===== config.mk =====
export PLATFORM = sky130hd
export DESIGN_NAME = flags_unit
export DESIGN_NICKNAME = d
export VERILOG_FILES = /design/src/rtl/flags_unit.sv
export SDC_FILE = /design/constraint.sdc
export NUM_CORES = 1
export LEC_CHECK = 0
export ABC_CLOCK_PERIOD_IN_PS = 1960
export BUFFER_PORTS_ARGS = -buffer_cell sky130_fd_sc_hd__buf_2
export CAP_MARGIN = 20
export CORE_MARGIN = 5
export CORE_UTILIZATION = 45
export CTS_CLUSTER_SIZE = 30
export DETAILED_ROUTE_END_ITERATION = 12
export PLACE_DENSITY_LB_ADDON = 0.05
export SKIP_LAST_GASP = 1
export SLEW_MARGIN = 20
export SYNTH_ARGS = -nofsm -noshare
export SYNTH_HDL_FRONTEND = slang
export SYNTH_SLANG_ARGS = --single-unit
export TNS_END_PERCENT = 1

===== constraint.sdc =====
create_clock -name clk -period 1.96 [get_ports clk]
set_clock_uncertainty 0.1 [all_clocks]
set_input_delay 0.392 -clock clk [delete_from_list [all_inputs] [get_ports clk]]
set_output_delay 0.392 -clock clk [all_outputs]
set_load 0.1 [all_outputs]

===== src/rtl/flags_unit.sv =====
`default_nettype none
// ============================================================================
// Module   : flags_unit
// Purpose  : Processor status flags with per-opcode update masks and a
//            shadow stack for saving/restoring flags around calls/interrupts.
// Revision : 1.0 - initial release
// ============================================================================
module flags_unit #(
    parameter int NFLAGS = 4,
    parameter int DEPTH  = 4,
    parameter int OPW    = 5
) (
    input  logic              clk,
    input  logic              r,
    input  logic              we,
    input  logic [OPW-1:0]    op,
    input  logic [3:0]        flags_in,
    input  logic              load,
    input  logic [NFLAGS-1:0] load_data,
    input  logic              push,
    input  logic              pop,
    input  logic              clr_err,
    output logic [NFLAGS-1:0] flags_out,
    output logic              stk_empty,
    output logic              stk_full,
    output logic              stk_err
);

    localparam int            CW       = $clog2(DEPTH + 1);
    localparam int            AW       = (DEPTH > 1) ? $clog2(DEPTH) : 1;
    localparam logic [CW-1:0] FULL_CNT = CW'(DEPTH);

    // Mask bit order is {o,s,c,z}; unlisted opcodes leave every flag alone.
    function automatic logic [3:0] op_mask(input logic [OPW-1:0] code);
        logic [3:0] m;
        m = 4'b0000;
        case (code)
            OPW'(5'b00000), OPW'(5'b00001), OPW'(5'b00011), OPW'(5'b00100),
            OPW'(5'b00101), OPW'(5'b00110), OPW'(5'b01001):
                m = 4'b1111;
            OPW'(5'b01000):
                m = 4'b0111;
            OPW'(5'b10000):
                m = 4'b0001;
            OPW'(5'b01010), OPW'(5'b01011), OPW'(5'b10001),
            OPW'(5'b10100), OPW'(5'b10101), OPW'(5'b10110), OPW'(5'b10111),
            OPW'(5'b11000), OPW'(5'b11001), OPW'(5'b11010), OPW'(5'b11011),
            OPW'(5'b11100), OPW'(5'b11101), OPW'(5'b11110):
                m = 4'b0101;
            default:
                m = 4'b0000;
        endcase
        return m;
    endfunction

    logic [NFLAGS-1:0] flags;
    logic [NFLAGS-1:0] flags_nxt;
    logic [NFLAGS-1:0] flags_upd;
    logic [NFLAGS-1:0] stack [0:(1<<AW)-1];
    logic [CW-1:0]     cnt;
    logic [CW-1:0]     cnt_nxt;
    logic [AW-1:0]     wr_idx;
    logic [AW-1:0]     rd_idx;
    logic [3:0]        mask;
    logic              is_full;
    logic              is_empty;
    logic              push_ok;
    logic              pop_ok;
    logic              err_evt;
    logic              empty_q;
    logic              full_q;
    logic              err_q;

    assign wr_idx = AW'(cnt);
    assign rd_idx = AW'(cnt - CW'(1));
    assign mask   = op_mask(op);

    always_comb begin
        is_full   = (cnt == FULL_CNT);
        is_empty  = (cnt == '0);
        // Simultaneous push and pop cancel out and are not an error.
        push_ok   = push & ~pop & ~is_full;
        pop_ok    = pop & ~push & ~is_empty;
        err_evt   = (push & ~pop & is_full) | (pop & ~push & is_empty);

        cnt_nxt = cnt;
        if (push_ok) begin
            cnt_nxt = cnt + CW'(1);
        end else if (pop_ok) begin
            cnt_nxt = cnt - CW'(1);
        end

        flags_upd      = flags;
        flags_upd[3:0] = (flags[3:0] & ~mask) | (flags_in & mask);

        // A rejected pop falls through to load/we.
        flags_nxt = flags;
        if (pop_ok) begin
            flags_nxt = stack[rd_idx];
        end else if (load) begin
            flags_nxt = load_data;
        end else if (we) begin
            flags_nxt = flags_upd;
        end
    end

    always_ff @(posedge clk) begin
        if (r) begin
            flags   <= '0;
            cnt     <= '0;
            empty_q <= 1'b1;
            full_q  <= 1'b0;
            err_q   <= 1'b0;
        end else begin
            flags   <= flags_nxt;
            cnt     <= cnt_nxt;
            empty_q <= (cnt_nxt == '0);
            full_q  <= (cnt_nxt == FULL_CNT);
            if (err_evt) begin
                err_q <= 1'b1;
            end else if (clr_err) begin
                err_q <= 1'b0;
            end
        end
    end

    // Stack storage survives reset; only the pointer is cleared.
    always_ff @(posedge clk) begin
        if (!r && push_ok) begin
            stack[wr_idx] <= flags;
        end
    end

    assign flags_out = flags;
    assign stk_empty = empty_q;
    assign stk_full  = full_q;
    assign stk_err   = err_q;

endmodule
`default_nettype wire


==> run metrics <==
cell row count=20; post-synthesis to final-layout area growth=16.3%; peak per-stage delay on the critical path=0.42 ns; top area cells in the synthesized netlist=edfxtp_1 (35%), dfxtp_1 (15%), mux4_2 (6.6%); Gate Count Post-Synth=116; minimum clock period=1.79 ns; mean instance size in the synthesized netlist=11.7 sq um; Post-CTS Setup Repair Bufs=0; largest net degree at the start of global routing=16; actual slew at the worst max-slew pin=0.494 ns; grt total ovfl=0; number of gates given a new drive strength after cts=0; fraction of final layout cells sized beyond drive strength 1=32.4%; ys async rst share=0%; number of hold-repair buffers added at the cts stage=0; ratio of total power to cell area=942 nW/um^2; worst min-delay path class=input port to register; clock-pin slew on the worst setup and hold paths=0.14 ns; Die Footprint=4230 sq um; sequential cell area fraction in the yosys report=50.0%; result of the run=complete, no violations; total buffers and inverters traversed by the critical path=1; Max Freq=0.558 GHz; latest clock arrival within the worst-skew pair=0.32 ns; mapped cell area=1360 sq um; Critical Setup Path Class=register to register; data arrival time of the critical path=1.92 ns; # H-tree levels=1; post-route DRC violation count=0; antenna violations before repair=0; wire length reported by the detailed router=2720 um; maximum count of clock buffers along a single path=2; most frequently used flop master after synthesis=edfxtp_1; area share of the largest cell type after synthesis=35.3%; slowest cell on the critical path=ha_1; # fillers=267; dpl ws=0.179 ns; Leakage Power=0.645 nW; GRT Overall Usage=14.1%; final critical-path setup slack=0.169 ns; number of top-level design ports=27; kind of start point of the critical path=register; number of vias per cell after detailed routing=5.40; violation count after the first detailed-routing iteration=25; post-DR wirelength/cell=15.3 um; Clock Tree Root=clkbuf_4; count of flip-flops with a built-in enable after synthesis=16; vias in the first global route=985; diodes inserted=0; wire length of the first global-routing pass=4580 um; Core Area=2980 sq um; largest fanout on the critical path=7; CP delay by family, top=compound AO/OA/AOI/OAI gates; width of the die=65 um; Buffers on Ports=26; number of buffers inserted during clock tree synthesis=3; Critical Path Sink Type=register; half-perimeter wire length of the detailed placement result=2180 um; Antenna Nets Post-Route=0; most used cells in the layout excluding fill and tap cells=buf_2 (26), edfxtp_1 (16), dfxtp_1 (10), a21oi_1 (9), nand2_1 (8); warnings from Yosys=0; most common cell after layout, fill and taps aside=buf_2; Final Hold Violating Endpoints=0; final number of setup-violating endpoints=0; library cell with the largest summed area after synthesis=edfxtp_1; Slew HR=67.3%; vertical die dimension=65 um; post-synth cell types=39; cells traversed along the worst timing path=inv_1 > ha_1 > mux2i_4 > a22o_1 > o21a_1; final clock period utilization by the worst path=91.4%; Max-cap violations=0; effective utilization at floorplan=45.7%; vias post-DR=961; TritonCTS clock tree=yes; final setup TNS=0 ns; maximum ir drop on the vdd rail=0.526 mV; Seq cells post-synth=26; first drt pass iteration count=4; Synthesized Nets=141; clock sinks=26; setup repair after global routing missed its margin=false; weighted congestion reported at the end of routability-driven placement=0.793; number of pins exceeding their max-slew limit in the final report=0; critical path data required time=2.09 ns; Layout Nets=171
-- tightest hold or removal path, cell delays in order --
cell and delay [ns]:
buf_2 0.07, mux2i_1 0.05, o21ai_1 0.10
-- cells in the mapped netlist (3+ instances only) --
library cell / instances
edfxtp_1: 16
dfxtp_1: 10
a21oi_1: 9
nand2_1: 8
nor2_1: 7
ha_1: 5
inv_1: 5
mux2i_1: 5
o21ai_1: 5
and2_1: 4
mux4_2: 4
nand2b_1: 4
nor3_1: 4
nor2b_1: 3
o21ai_0: 3
-- cells by family (layout without fill, tap and decap cells) --
logic type,after synthesis,in the layout,share of synthesized area [%]
and+or+nand+nor,38,38,16.5
AOI/OAI and AO/OA,26,26,12.6
DFF,26,26,50.0
muxes,10,10,11.9
buffers and inverters,9,38,2.94
adders and majority gates,6,6,5.42
xor gates and xnor gates,1,1,0.643
-- path summary, 6_finish.rpt --
| kind | to | slack, ns | startpoint | cells past startpoint |
|---|---|---|---|---|
| setup / recovery | stk_empty | 0.17 | cnt[1] | 5 |
| hold / removal | register | 0.23 | flags_in[3] | 3 |
| setup reg to reg | stk_empty | 0.17 | cnt[1] | 5 |
| hold reg to reg | stack[3][2] | 0.46 | register | 0 |
-- area by class of cell --
type,instances,area (sq um),share of cell area [%]
flip-flops and latches,26,681,43.0
multi-input cells,81,641,40.5
repair buffers,28,145,9.17
well taps,33,41.3,2.61
clock inverters,1,30.0,1.90
clock buffers,3,22.5,1.42
inverters,6,22.5,1.42
-- metrics by stage --
stage / std cells / area (sq um) / hold WS (ns) / utilization, % / total power (W)
final: 178 / 1580 / 0.230 / 53.2 / 0.00149
after global placement: 174 / 1530 / 0.435 / 51.4 / 0.00114
after CTS: 178 / 1580 / 0.217 / 53.2 / 0.00151
after floorplan: 116 / 1360 / 0.465 / - / 0.00104
after detailed placement: 174 / 1530 / 0.437 / 51.4 / 0.00114
after global routing: 178 / 1580 / 0.222 / 53.2 / 0.00158
-- layer usage --
layer	global-route usage [%]	vias up	share of wire (%)
met3	3.81	2	4.7
met4	2.37	0	0.77
met1	17.8	455	45
met5	0	-	0
met2	24.4	22	50
li1	-	482	-
-- report_power, final --
| group | switching, W | internal, W |
|---|---|---|
| clock network | 0.000160 | 0.000207 |
| logic | 0.000306 | 0.000165 |
| registers | 0.0000291 | 0.000625 |
No activity file was read; power rests on OpenSTA's default activity.
